==> config.mk <==
export PLATFORM = sky130hd
export DESIGN_NAME = mau_action_seq
export DESIGN_NICKNAME = d
export VERILOG_FILES = /design/src/rtl/rv_p4_pkg.sv /design/src/rtl/mau_action_seq.sv
export SDC_FILE = /design/constraint.sdc
export NUM_CORES = 1
export LEC_CHECK = 0
export BUFFER_PORTS_ARGS = -buffer_cell sky130_fd_sc_hd__buf_2
export CAP_MARGIN = 20
export CELL_PAD_IN_SITES_DETAIL_PLACEMENT = 0
export CELL_PAD_IN_SITES_GLOBAL_PLACEMENT = 2
export CORE_AREA = 3 3 339 341
export DETAILED_ROUTE_END_ITERATION = 8
export DIE_AREA = 0 0 342 344
export GPL_TIMING_DRIVEN = 0
export PLACE_DENSITY = 0.52
export SETUP_SLACK_MARGIN = 0.5
export SYNTH_ARGS = -nofsm -noshare
export SYNTH_HDL_FRONTEND = slang
export SYNTH_SLANG_ARGS = --single-unit
export TNS_END_PERCENT = 100
==> constraint.sdc <==
create_clock -name clk -period 10.1 [get_ports clk]
set_input_delay 1.515 -clock clk [delete_from_list [all_inputs] [get_ports clk]]
set_output_delay 1.515 -clock clk [all_outputs]
set_load 0.02 [all_outputs]
==> src/rtl/rv_p4_pkg.sv <==
// Shared types for the MAU action sequencer: PHV meta, action entry, FSM states.
// Optional early drop is enabled in mau_action_seq by MAU_SEQ_EARLY_DROP_EN.
package rv_p4_pkg;

  localparam int PHV_BITS       = 128;
  localparam int ACT_ENTRY_BITS = 128;
  localparam int ACT_ID_BITS    = 16;
  localparam int ACT_PRM_BITS   = 112;

  typedef struct packed {
    logic       drop;
    logic [6:0] egress_port;
    logic [7:0] flow_tag;
  } phv_meta_t;

  typedef struct packed {
    logic [ACT_ID_BITS-1:0]  action_id;
    logic [ACT_PRM_BITS-1:0] params;
  } act_entry_t;

  typedef enum logic [2:0] {
    IDLE,
    FETCH,
    ISSUE,
    WAIT,
    OUT
  } mau_seq_state_e;

endpackage

==> src/rtl/mau_action_seq.sv <==
// Per-packet MAU action sequencer: fetch entry, issue to ALU, loop result back.
// MAU_SEQ_EARLY_DROP_EN: stop the action list once the ALU marks the packet dropped.
module mau_action_seq
  import rv_p4_pkg::*;
#(
  parameter int ADDR_W      = 10,
  parameter int MAX_ACTIONS = 8,
  parameter int CNT_W       = 4
) (
  input  logic                    clk,
  input  logic                    rst,
  input  logic                    in_valid,
  output logic                    in_ready,
  input  logic [PHV_BITS-1:0]     in_phv,
  input  phv_meta_t               in_meta,
  input  logic [ADDR_W-1:0]       in_act_base,
  input  logic [CNT_W-1:0]        in_act_cnt,
  output logic                    sram_rd_en,
  output logic [ADDR_W-1:0]       sram_rd_addr,
  input  logic [ACT_ENTRY_BITS-1:0] sram_rd_data,
  output logic [PHV_BITS-1:0]     alu_phv,
  output phv_meta_t               alu_meta,
  output logic                    alu_valid_in,
  output logic [ACT_ID_BITS-1:0]  alu_action_id,
  output logic [ACT_PRM_BITS-1:0] alu_action_params,
  output logic                    alu_action_valid,
  input  logic [PHV_BITS-1:0]     alu_phv_out,
  input  phv_meta_t               alu_meta_out,
  input  logic                    alu_valid_out,
  output logic                    out_valid,
  input  logic                    out_ready,
  output logic [PHV_BITS-1:0]     out_phv,
  output phv_meta_t               out_meta,
  output logic                    busy
);

  localparam logic [CNT_W-1:0] MAX_CNT = CNT_W'(MAX_ACTIONS);

  mau_seq_state_e r_state;
  mau_seq_state_e w_state_nxt;

  logic [PHV_BITS-1:0] r_phv;
  phv_meta_t           r_meta;
  logic [ADDR_W-1:0]   r_base;
  logic [CNT_W-1:0]    r_cnt;
  logic [CNT_W-1:0]    r_idx;

  logic             w_accept;
  logic             w_last;
  logic             w_drop;
  logic [CNT_W-1:0] w_idx_inc;
  logic [CNT_W-1:0] w_cnt_clamp;
  act_entry_t       w_entry;

  assign w_accept    = in_valid && (r_state == IDLE);
  assign w_idx_inc   = r_idx + CNT_W'(1);
  assign w_last      = (w_idx_inc >= r_cnt);
  assign w_entry     = act_entry_t'(sram_rd_data);
  assign w_cnt_clamp = (in_act_cnt > MAX_CNT) ? MAX_CNT : in_act_cnt;

`ifdef MAU_SEQ_EARLY_DROP_EN
  assign w_drop = alu_meta_out.drop;
`else
  assign w_drop = 1'b0;
`endif

  always_ff @(posedge clk or posedge rst) begin
    if (rst) begin
      r_state <= IDLE;
      r_phv   <= '0;
      r_meta  <= '0;
      r_base  <= '0;
      r_cnt   <= '0;
      r_idx   <= '0;
    end else begin
      r_state <= w_state_nxt;
      if (w_accept) begin
        r_phv  <= in_phv;
        r_meta <= in_meta;
        r_base <= in_act_base;
        r_cnt  <= w_cnt_clamp;
        r_idx  <= '0;
      end else if (r_state == WAIT && alu_valid_out) begin
        r_phv  <= alu_phv_out;
        r_meta <= alu_meta_out;
        r_idx  <= w_idx_inc;
      end
    end
  end

  // A late ALU result holds the sequencer in WAIT rather than capturing junk.
  always_comb begin
    w_state_nxt = r_state;
    unique case (r_state)
      IDLE: begin
        if (w_accept) begin
          w_state_nxt = (in_act_cnt == '0) ? OUT : FETCH;
        end
      end
      FETCH: w_state_nxt = ISSUE;
      ISSUE: w_state_nxt = WAIT;
      WAIT: begin
        if (alu_valid_out) begin
          w_state_nxt = (w_last || w_drop) ? OUT : FETCH;
        end
      end
      OUT: begin
        if (out_ready) begin
          w_state_nxt = IDLE;
        end
      end
      default: w_state_nxt = IDLE;
    endcase
  end

  always_comb begin
    in_ready          = (r_state == IDLE);
    busy              = (r_state != IDLE);
    sram_rd_en        = 1'b0;
    sram_rd_addr      = '0;
    alu_phv           = '0;
    alu_meta          = '0;
    alu_valid_in      = 1'b0;
    alu_action_id     = '0;
    alu_action_params = '0;
    alu_action_valid  = 1'b0;
    out_valid         = 1'b0;
    out_phv           = '0;
    out_meta          = '0;
    unique case (r_state)
      FETCH: begin
        sram_rd_en   = 1'b1;
        sram_rd_addr = r_base + ADDR_W'(r_idx);
      end
      ISSUE: begin
        alu_valid_in      = 1'b1;
        alu_action_valid  = 1'b1;
        alu_action_id     = w_entry.action_id;
        alu_action_params = w_entry.params;
        alu_phv           = r_phv;
        alu_meta          = r_meta;
      end
      OUT: begin
        out_valid = 1'b1;
        out_phv   = r_phv;
        out_meta  = r_meta;
      end
      default: ;
    endcase
  end

endmodule
# ---- Word-level counts from Yosys, hierarchy flattened
# Index checks and enable logic that the tools add are counted.
dict set report totals {
  reg_bits 165
  inputBits 435
  out_inout_bits 432
  elab_cells 49
}
dict set report op_classes {
  addsub 2
  n_eq_ne 7
  muxes 23
  n_lt_le_gt_ge 2
  n_reduce_logical 7
}
# op count
set op_table {}
lappend op_table {{$mux 128} 4}
lappend op_table {{$mux 112} 1}
lappend op_table {{$mux 16} 5}
lappend op_table {{$mux 3} 5}
lappend op_table {{$pmux 3 s5} 1}
lappend op_table {{$mux 4} 3}
lappend op_table {{$add 10x4->10} 1}
lappend op_table {{$mux 10} 1}
lappend op_table {{$eq 3x2->1 const B} 2}
lappend op_table {{$add 4x1->4 const B} 1}
lappend op_table {{$ge 4x4->1} 1}
lappend op_table {{$gt 4x4->1 const B} 1}
lappend op_table {{$logic_not 4->1} 1}
lappend op_table {{$ne 2x2->1 const B} 2}
lappend op_table {{$eq 3x1->1 const B} 1}
lappend op_table {{$eq 3x3->1 const B} 1}
lappend op_table {{$logic_not 3->1} 1}
lappend op_table {{$mux 1} 3}
lappend op_table {{$reduce_and 3->1} 1}
lappend op_table {{$reduce_bool 3->1} 1}
lappend op_table {{$logic_and 1x1->1} 2}
lappend op_table {{$ne 2x1->1 const B} 1}
lappend op_table {{$reduce_bool 2->1} 1}

# ---- Longest topological paths before layout
# Gate-level depths: netlist of run 1.
dict set report logic_depth {
  word_depth 5
  depth_mapped 7
  depth_no_buf 7
}

# ---- Worst setup path before layout of run 1
# Ideal clock, no wire load.
dict set report synth_timing {
  path_type {register to output}
  start {register r_idx[0]}
  end {output sram_rd_addr[6]}
  required_ps 8585
  path_buffers 0
  arrival_time_ps 1804
  slack_ps 6781
  stages_incl_launch_ff 8
  cell_sequence {dfrtp_1 > ha_1 > inv_1 > fa_1 > nand2b_1 > a211oi_1 > xnor2_1 > nor2_1}
}
dict set report synth_via {
  elab_chain_len 2
}
# item line
set synth_lines {}
lappend synth_lines {{start, declared} mau_action_seq.sv:46} ;# logic [CNT_W-1:0] r_idx;
lappend synth_lines {{start signal, assigned} mau_action_seq.sv:86} ;# r_idx <= w_idx_inc;
lappend synth_lines {{$add 10x4->10} mau_action_seq.sv:133} ;# sram_rd_addr = r_base + ADDR_W'(r_idx);
lappend synth_lines {{$mux 10} mau_action_seq.sv:130} ;# unique case (r_state)
lappend synth_lines {{end, declared} mau_action_seq.sv:19} ;# output logic [ADDR_W-1:0] sram_rd_addr,
# Every way passes these cells.

==> out/summary.txt, run 1 <==
Total GRT Usage: 13.4%
Initial DRC Count: 419
Max Fclk: 0.218 GHz
Global Route met2 Usage: 24.6%
Initial Utilization: 9.59%
Clock transition at path regs: 0.07 ns
CTS sink cnt: 165
Bufs on Longest Clock Path: 2
Setup crit end kind: primary output
Synthesized area per cell: 8.64 sq um
Worst setup SP type: flip-flop
CTS H-tree lvls: 4
WL per Instance: 22.6 um
Commonest non-fill, non-tap cell in the layout: buf_2
GRT met1 Usage: 15.1%
# setup viols final: 0
Critical path fanouts, max: 10
Ys flop type: dfrtp_1
Fraction of registers with async set/reset: 100%
Die Y: 344 um
Layout fillers: 13000
Crit path kind: flip-flop to primary output
Hold Path Cell Cnt: 2
Vias in the first global route: 13200
Pin count of the biggest net entering global routing: 85
Seq/Total Area, Yosys: 38.4%
P_leak: 0.00970 uW
Mapped cell area: 10800 sq um
FF+latch count, synth: 165
Most used cell, CP: buf_2
Clock Tree Root: clkbuf_16
Met3 GRT Util: 3.79%
CTS buffer count: 17
Distinct cell type count after synthesis: 42
YS warnings: 0
Fin Clk Skew: 0.0201 ns
FF-to-FF End: r_phv[92]$_DFFE_PP0P_
Fin crit period: 4.58 ns
Vias per std cell: 3.43
FF-to-FF path depth: 4
Hpwl dp: 69800 um
Post-CTS Setup Inserts: 0
Post-Place Setup Slack: 5.83 ns
Hold Path Class: flip-flop to flip-flop
TritonCTS clock tree: yes
Post-Synthesis Cells: 1246
Post-DRT Antenna Nets: 0
Residual DRC: 0
Setup TNS: 0 ns
Multi-input logic area: 6010 sq um
Area grow syn2layout: 64.1%
GPL Wtd Cong: 0.809
CP arrival: 3.07 ns
Maximum Capacitance Violations: 0
Worst r2r src: r_state[0]$_DFFE_PP0P_
Final nets: 2578
I/O Buffers: 866
Crit. Startpoint: r_state[2]$_DFFE_PP0P_
Die area: 118000 sq um
Most frequent cells in the layout: buf_2, and2_1, dfrtp_1
Core area: 112000 sq um
Worst setup path end: alu_meta[5]
CP cell instances: inv_1 > and3_2 > buf_2 > clkbuf_1 > and2_1 > buf_2
Initial antenna violation count: 51
P per Cell Area: 259 nW/um^2
Post-CTS sizing: 0
Row cnt: 123
GRT busiest layer: met2
Unrepaired setup endpoints after global routing: false
Tcrit/Tclk final: 45.4%
DR pass1 iterations: 5
Hold Fails Final Rpt: 0
Worst setup margin: 5.52 ns
Final WL: 82800 um
Layout cells sized above 1: 44.5%
First-pass GRT wire length: 109000 um
Total I/O pin count: 867
Critical-path top delay cell: clkbuf_1
Measured slew at the worst slew-check pin: 0.917 ns
EDFF count, synth: 0
Chip width: 342 um
Slew Viols, Final: 0
Worst skew pair latency: 0.50 ns
Worst vdd ir: 0.000123 V
Slew margin rel.: 38.9%
Critical Path Max Stage Delay: 0.65 ns
CTS Hold Bufs: 0
Register area: 4130 sq um
Vias: 12600
Critical Path RT: 8.59 ns
Status: finished clean
Congestion Overflow GR: 0
Syn Nets: 1691
R2r setup slk: 7.84 ns
## Yosys cell counts (2+ instances only)
cell	count	share of area, %
and2_1	272	16
dfrtp_1	165	38
nand2_1	157	5.5
and3_1	144	8.4
mux2i_1	143	13
o21ai_0	138	6.4
clkbuf_1	77	2.7
buf_4	18	1.3
o21ai_1	18	0.84
buf_2	16	0.74
inv_1	15	0.52
nor2_1	13	0.45
ha_1	9	1.0
a21oi_1	6	0.28
mux2_2	6	0.63
xnor2_1	5	0.41
a211oi_1	3	0.21
a22o_1	3	0.24
buf_6	3	0.31
nand2b_1	3	0.17
nand3_1	3	0.14
nand3b_1	3	0.21
nor3_1	3	0.14
a31oi_1	2	0.12
and3_2	2	0.14
o22ai_1	2	0.12
xor2_1	2	0.16
## state kept, by name, indices dropped and copies added, names as in the netlist
signal / flops
r_base: 10
r_cnt: 4
r_state: 3
r_phv: 128
r_meta: 16
r_idx: 4
## worst min path at each step
stage                                      from                     to
after floorplan           r_meta[0]$_DFFE_PP0P_  r_meta[0]$_DFFE_PP0P_
after global placement    r_base[3]$_DFFE_PP0P_  r_base[3]$_DFFE_PP0P_
after detailed placement  r_base[3]$_DFFE_PP0P_  r_base[3]$_DFFE_PP0P_
after CTS                 r_base[3]$_DFFE_PP0P_  r_base[3]$_DFFE_PP0P_
after global routing       r_cnt[0]$_DFFE_PP0P_   r_cnt[0]$_DFFE_PP0P_
final                      r_cnt[0]$_DFFE_PP0P_   r_cnt[0]$_DFFE_PP0P_
## routing by layer
layer	vias up	wire length, um
met5	-	49
li1	5976	-
met4	10	1750
met3	100	5950
met1	5938	32000
met2	578	43000
## kinds of logic (layout without fill, tap and decap cells)
logic type / Yosys count / in the layout / synth area share (%)
flops: 165 / 165 / 38.4
compound gates: 177 / 177 / 8.62
xor+xnor: 7 / 7 / 0.570
fa+ha+maj: 10 / 10 / 1.23
mux: 149 / 149 / 13.9
buf+inv: 132 / 1032 / 5.79
simple gates: 606 / 606 / 31.5
other cells: 0 / 24 / 0
## critical path, delay by kind of cell, from the launching register on
kind | cells | cell delay [ns]
buffers and inverters | 4 | 1.42
DFF | 1 | 0.47
and+or+nand+nor | 2 | 0.66
## final cells by class
| type | instances | share of cell area (%) |
|---|---|---|
| tap | 1500 | 10.6 |
| inverter | 16 | 0.411 |
| sequential | 165 | 23.4 |
| buffer | 116 | 3.19 |
| clock inverter | 14 | 0.843 |
| timing repair buffer | 868 | 24.8 |
| antenna | 24 | 0.340 |
| multi-input combinational | 949 | 34.0 |
| clock buffer | 18 | 2.43 |
## through the flow
step / utilization, % / total power [uW] / area [sq um] / hold WS [ns] / cells
2_1_floorplan: - / 2740 / 10800 / 0.451 / 1246
3_3_place_gp: 15.1 / 3950 / 17000 / 0.504 / 3612
3_5_place_dp: 15.2 / 3940 / 17000 / 0.515 / 3614
4_1_cts: 15.7 / 4700 / 17600 / 0.536 / 3646
5_1_grt: 15.7 / 4950 / 17600 / 0.554 / 3657
6_report: 15.7 / 4580 / 17700 / 0.531 / 3670
## power breakdown
part / internal [uW] / leakage [uW] / switching (uW)
Clock: 367 / 0.000279 / 352
Combinational: 905 / 0.00744 / 1630
Sequential: 1000 / 0.00198 / 318
Total: 2270 / 0.00970 / 2300
No activity file was read; power rests on OpenSTA's default activity.
==> run 2: changes to the inputs <==
Settings changed: ABC_AREA set to 1, CORE_AREA 3 3 339 341 to 3 3 337 339, DIE_AREA 0 0 342 344 to 0 0 340 342, PLACE_DENSITY 0.52 to 0.56.
Clock period 10.1 ns to 4.1 ns, I/O delays scaled along.
==> out/summary.txt, run 2 <==
Status: finished clean
Tcrit/Tclk final: 81.1%
Congestion Overflow GR: 0 (unchanged)
Most frequent cells in the layout: buf_2, nor2_1, inv_1
Distinct cell type count after synthesis: 31 (-26%)
XOR/XNOR Fraction of Synth Area: 0.168% (-0.40 points)
GPL Wtd Cong: 0.798 (-1.3%)
Synth area leaders: dfrtp_1, nor2_1, inv_1, o22ai_1, o21ai_0
I/O Buffers: 866 (unchanged)
Hold Fails Final Rpt: 0 (unchanged)
Total GRT Usage: 15.4% (+1.9 points)
Post-synthesis adder-cell area fraction: 1.28% (+0.044 points)
Residual DRC: 0 (unchanged)
Placed cell area: 16700 sq um (-1.8%)
Top sig layer: met5
Post-CTS sizing: 6 (+6)
CTS sink cnt: 165 (unchanged)
Layout fillers: 13200 (+1.3%)
Hpwl dp: 78800 um (+13%)
Fin Clk Skew: 0.0179 ns (-0.00220 ns)
WL per Instance: 23.2 um (+2.8%)
Vias in the first global route: 14600 (+10%)
Crit path kind: flip-flop to primary output
Commonest non-fill, non-tap cell in the layout: buf_2
Worst setup margin: 0.776 ns (-4.74 ns)
Initial antenna violation count: 52 (+2.0%)
Critical Path RT: 3.48 ns (-5.11 ns)
Largest registers: r_phv x128, r_meta x16, r_base x10
Vias: 13700 (+8.8%)
Initial Utilization: 9.39% (-0.20 points)
YS warnings: 0 (unchanged)
Core area: 111000 sq um (-1.4%)
Die area: 116000 sq um (-1.2%)
Max Fclk: 0.301 GHz
Post-CTS Setup Inserts: 0 (unchanged)
CP arrival: 2.71 ns (-0.36 ns)
Main combinational cell family by area after synthesis: simple AND/OR/NAND/NOR gates
Non-Filler Cell Area, Final: 17300 sq um (-2.0%)
Chip width: 340 um (-0.58%)
Row cnt: 122 (-0.81%)
Synthesized area per cell: 6.61 sq um (-23%)
CTS H-tree lvls: 4 (unchanged)
TritonCTS clock tree: yes
Top-area cell type share of the netlist area: 39.7% (+1.4 points)
Met3 wire len: 7190 um (+21%)
Critical path fanouts, max: 10 (unchanged)
Post-Synthesis Cells: 1572 (+26%)
Slew margin rel.: 44.8% (+5.9 points)
# setup viols final: 0 (unchanged)
Clock transition at path regs: 0.09 ns (+0.02 ns)
Post-synthesis mux area share: 0% (-14 points)
CTS Hold Bufs: 0 (unchanged)
P per Cell Area: 756 nW/um^2 (+190%)
Mapped cell area: 10400 sq um (-3.4%)
Most frequent cell after synthesis: nor2_1
CTS buffer count: 17 (unchanged)
Measured slew at the worst slew-check pin: 0.828 ns (-0.0892 ns)
Vias per std cell: 3.44 (+0.24%)
Fin crit period: 3.32 ns
Final WL: 92400 um (+12%)
Area fraction in compound gates after synthesis: 17.5% (+8.9 points)
Wl on met1: 35200 um (+10%)
Commonest cells post-synth: nor2_1, inv_1, dfrtp_1
Seq/Total Area, Yosys: 39.7% (+1.4 points)
Fraction of registers with async set/reset: 100% (unchanged)
DR pass1 iterations: 5 (unchanged)
Total I/O pin count: 867 (unchanged)
Worst setup SP type: flip-flop
Initial DRC Count: 640 (+53%)
Bufs on Longest Clock Path: 2 (unchanged)
First-pass GRT wire length: 123000 um (+12%)
Post-Place Setup Slack: 0.730 ns (-5.10 ns)
Syn Nets: 2017 (+19%)
Setup TNS: 0 ns (unchanged)
Pin count of the biggest net entering global routing: 36 (-58%)
Fin util: 15.7% (-0.097 points)
Simple-Gate Fraction of Synth Area: 24.6% (-6.9 points)
Area grow syn2layout: 66.6%
Setup crit end kind: primary output
Ys flop type: dfrtp_1
WL met2: 47500 um (+10%)
FF+latch count, synth: 165 (unchanged)
P_leak: 0.00999 uW (+3.1%)
EDFF count, synth: 0 (unchanged)
Final nets: 2909 (+13%)
Layout cells sized above 1: 40.5% (-4.1 points)
Worst vdd ir: 0.000187 V (+52%)
Synth area leader: dfrtp_1
Largest register FFs: 128 (unchanged)
Maximum Capacitance Violations: 0 (unchanged)
Die Y: 342 um (-0.58%)
Largest register by flop count: r_phv
Clock Tree Root: clkbuf_16
Hold Path Class: primary input to asynchronous set/reset pin
Slew Viols, Final: 0 (unchanged)
Worst skew pair latency: 0.51 ns (about the same)
Unrepaired setup endpoints after global routing: false
Post-DRT Antenna Nets: 0 (unchanged)
[run 2: path summary, 6_finish.rpt]
| check | cells after the start | end | slack (ns) | startpoint |
|---|---|---|---|---|
| worst max-delay path | 7 | alu_action_id[10] | 0.78 | r_state[2]$_DFFE_PP0P_ |
| min in group clk | 3 | r_base[4]$_DFFE_PP0P_ | 0.30 | in_act_base[4] |
| worst max register to register | 7 | r_meta[3]$_DFFE_PP0P_ | 1.51 | r_state[2]$_DFFE_PP0P_ |
| worst min-delay path | 2 | r_base[9]$_DFFE_PP0P_ | 0.12 | rst |
| worst min register to register | 2 | r_base[3]$_DFFE_PP0P_ | 0.49 | r_base[3]$_DFFE_PP0P_ |
| max in group asynchronous | 5 | r_phv[64]$_DFFE_PP0P_ | 2.88 | rst |
[run 2: final cells by class]
type	count	area [sq um]	share of cell area, %
multi-input cells	990	4530	26.2
repair buffers	873	4460	25.8
flip-flops and latches	165	4130	23.8
well taps	1488	1860	10.7
inverters	305	1150	6.63
plain buffers	112	604	3.49
clock buffers	19	433	2.50
clock inverters	13	100	0.578
diodes	20	50.0	0.289
[run 2: worst max-delay path, stage by stage, from the launching register on]
cell and delay [ns]:
dfrtp_1 0.48, nor2_4 0.21, nand2_2 0.21, clkbuf_2 0.28, buf_8 0.20, buf_2 0.20
nor2_1 0.33, buf_2 0.27
[run 2: per-layer routing]
| layer | vias to the layer above | track usage, % |
|---|---|---|
| met3 | 94 | 5.16 |
| met4 | 24 | 4.65 |
| met2 | 608 | 27.9 |
| met5 | - | 0 |
| met1 | 6344 | 16.8 |
| li1 | 6647 | - |
[run 2: kinds of logic (layout without fill, tap and decap cells)]
kind of cell               Yosys count  after routing
xor gates and xnor gates             2              2
DFF                                165            165
other                                0             20
adders and majority gates           10             10
buffers and inverters              417           1322
and+or+nand+nor                    666            666
AOI/OAI and AO/OA                  312            312
[run 2: power by group]
| part | internal, uW | switching, uW |
|---|---|---|
| sequential | 2440 | 253 |
| combinational | 2410 | 6320 |
| clock | 785 | 892 |
[run 2: stage by stage]
stage | total power, uW | cells | hold slack (ns)
after floorplan | 7720 | 1572 | 0.455
after global placement | 11700 | 3926 | 0.478
after detailed placement | 11700 | 3933 | 0.481
after CTS | 13500 | 3965 | 0.0612
after global routing | 14200 | 3975 | 0.0977
final | 13100 | 3985 | 0.117
==> run 3: changes to the inputs <==
Settings changed: PLACE_DENSITY 0.56 to 0.55.
Clock period 4.1 ns to 3.3 ns, I/O delays scaled along.
==> out/summary.txt, run 3 (synthesized netlist as in run 2, its figures left out) <==
Layout cells sized above 1: 42.7% (+2.2 points)
Measured slew at the worst slew-check pin: 0.839 ns (+0.0111 ns)
Cell family with most CP delay: buffers and inverters
Setup crit end kind: primary output
Die area: 116000 sq um (unchanged)
Crit. Startpoint: r_state[2]$_DFFE_PP0P_
Largest register by flop count: r_phv
Commonest non-fill, non-tap cell in the layout: buf_2
P_leak: 0.0102 uW (+1.6%)
I/O Buffers: 866 (unchanged)
Worst hold slack: 0.181 ns (+0.0635 ns)
CTS sink cnt: 165 (unchanged)
Layout fillers: 13100 (-0.17%)
Area grow syn2layout: 71.4%
Worst skew pair latency: 0.51 ns (about the same)
Crit path kind: flip-flop to primary output
Fin crit period: 2.70 ns
Bufs on Longest Clock Path: 2 (unchanged)
Total I/O pin count: 867 (unchanged)
Clock transition at path regs: 0.08 ns (about the same)
CP arrival: 2.21 ns (-0.50 ns)
Final WL: 93700 um (+1.5%)
Clock Tree Root: clkbuf_16
First-pass GRT wire length: 124000 um (+0.62%)
Congestion Overflow GR: 0 (unchanged)
Critical Path Max Stage Delay: 0.44 ns (-0.04 ns)
Total GRT Usage: 15.5% (+0.18 points)
Unrepaired setup endpoints after global routing: true
Most frequent cells in the layout: buf_2, nor2_1, inv_1
CP cell instances: nor2_4 > nand2_8 > clkbuf_16 > buf_16 > buf_6 > nor2_4 > buf_2
Initial antenna violation count: 55 (+5.8%)
CTS buffer count: 17 (unchanged)
GPL Wtd Cong: 0.815 (+2.1%)
Critical path fanouts, max: 10 (unchanged)
Placed Cells: 3933 (unchanged)
Worst vdd ir: 0.000286 V (+53%)
Critical Path RT: 2.80 ns (-0.68 ns)
P per Cell Area: 964 nW/um^2 (+28%)
Tcrit/Tclk final: 81.9%
Largest registers: r_phv x128, r_meta x16, r_base x10
Worst r2r src: r_state[0]$_DFFE_PP0P_
Hpwl dp: 79600 um (+1.1%)
Vias: 13900 (+1.2%)
Residual DRC: 0 (unchanged)
Post-DRT Antenna Nets: 0 (unchanged)
Layout Cells excl Fill: 3989 (+0.10%)
Worst setup SP type: flip-flop
Vias in the first global route: 14400 (-0.80%)
CTS H-tree lvls: 4 (unchanged)
Core area: 111000 sq um (unchanged)
Pin count of the biggest net entering global routing: 35 (-2.8%)
Fin Clk Skew: 0.0125 ns (-0.00549 ns)
TritonCTS clock tree: yes
Hold Path Origin: in_act_base[2]
DR pass1 iterations: 5 (unchanged)
Slew Viols, Final: 0 (unchanged)
Hold Fails Final Rpt: 0 (unchanged)
Initial Utilization: 9.39% (unchanged)
R2r setup slk: 0.69 ns (-0.82 ns)
Critical-path top delay cell: dfrtp_2
Vias per std cell: 3.48 (+1.1%)
Final nets: 2917 (+0.28%)
Initial DRC Count: 504 (-21%)
Hold Path Class: primary input to flip-flop
Total power: 17200 uW (+31%)
Maximum Capacitance Violations: 0 (unchanged)
Setup TNS: 0 ns (unchanged)
Slew margin rel.: 44.1% (-0.74 points)
Row cnt: 122 (unchanged)
Max Fclk: 0.370 GHz
WL per Instance: 23.5 um (+1.4%)
Chip width: 340 um (unchanged)
Die Y: 342 um (unchanged)
Largest register FFs: 128 (unchanged)
CP Buf/Inv Count: 4 (unchanged)
# setup viols final: 0 (unchanged)
Most used cell, CP: nor2_4
Status: finished clean
run 3: changes by cell type in the layout (fill, tap and decap cells not counted), moves of 4 or more:
cell / delta
buf_1: -5
nor2_4: +10
buf_6: +5
nor2_2: +17
buf_4: +35
clkbuf_1: -7
nor2_1: -27
buf_2: -30
diode_2: -4
run 3: power breakdown:
part           leakage, uW  total (uW)  internal, uW  switching (uW)
combinational      0.00782       11500          3280            8170
sequential         0.00202        3360          3040             320
clock             0.000304        2370          1250            1120
run 3: timing repair:
action / 4_1_cts / 5_1_grt
hold endpoints to repair: 16 / 0
setup buffers: 3 / 4
hold buffers: 1 / 0
pin swaps: 1 / 5
endpoints found under the setup margin: 437 / 63
gates resized for setup: 109 / 16
run 3: cell type report:
class	instances	area [sq um]	share of cell area, %
diodes	16	40.0	0.225
plain buffers	112	711	3.99
clock buffers	20	457	2.56
clock inverters	12	166	0.934
inverters	305	1150	6.45
multi-input cells	990	4700	26.4
flip-flops and latches	165	4130	23.2
well taps	1488	1860	10.4
repair buffers	881	4600	25.8
run 3: worst min-delay path: cells and delay by family:
| family | cells | cell delay (ns) |
|---|---|---|
| buffers and inverters | 1 | 0.07 |
| AND/OR/NAND/NOR | 2 | 0.08 |
run 3: per-stage QoR:
stage | area (sq um) | util, % | setup slack (ns)
after floorplan | 10400 | - | 0.706
after global placement | 16600 | 15.0 | -1.16
after detailed placement | 16700 | 15.1 | 0.0532
after CTS | 17700 | 16.0 | 0.358
after global routing | 17800 | 16.1 | 0.467
final | 17800 | 16.1 | 0.598
run 3: per-layer routing:
metal	up-vias	track usage [%]	share of wire, %	wire length, um
met5	-	0	0.14	127
met3	109	4.65	7.3	6830
met1	6475	17.3	39	36500
met2	619	28.4	51	48200
met4	24	4.60	2.2	2070
li1	6657	-	-	-
run 3: path summary, 6_finish.rpt:
path                                         end  cells past startpoint
max                             alu_action_id[4]                      7
min in group asynchronous  r_base[8]$_DFFE_PP0P_                      3
min reg2reg                 r_cnt[0]$_DFFE_PP0P_                      2
min                        r_base[2]$_DFFE_PP0P_                      3
max reg2reg                r_phv[84]$_DFFE_PP0P_                      7
max in group asynchronous  r_phv[55]$_DFFE_PP0P_                      6
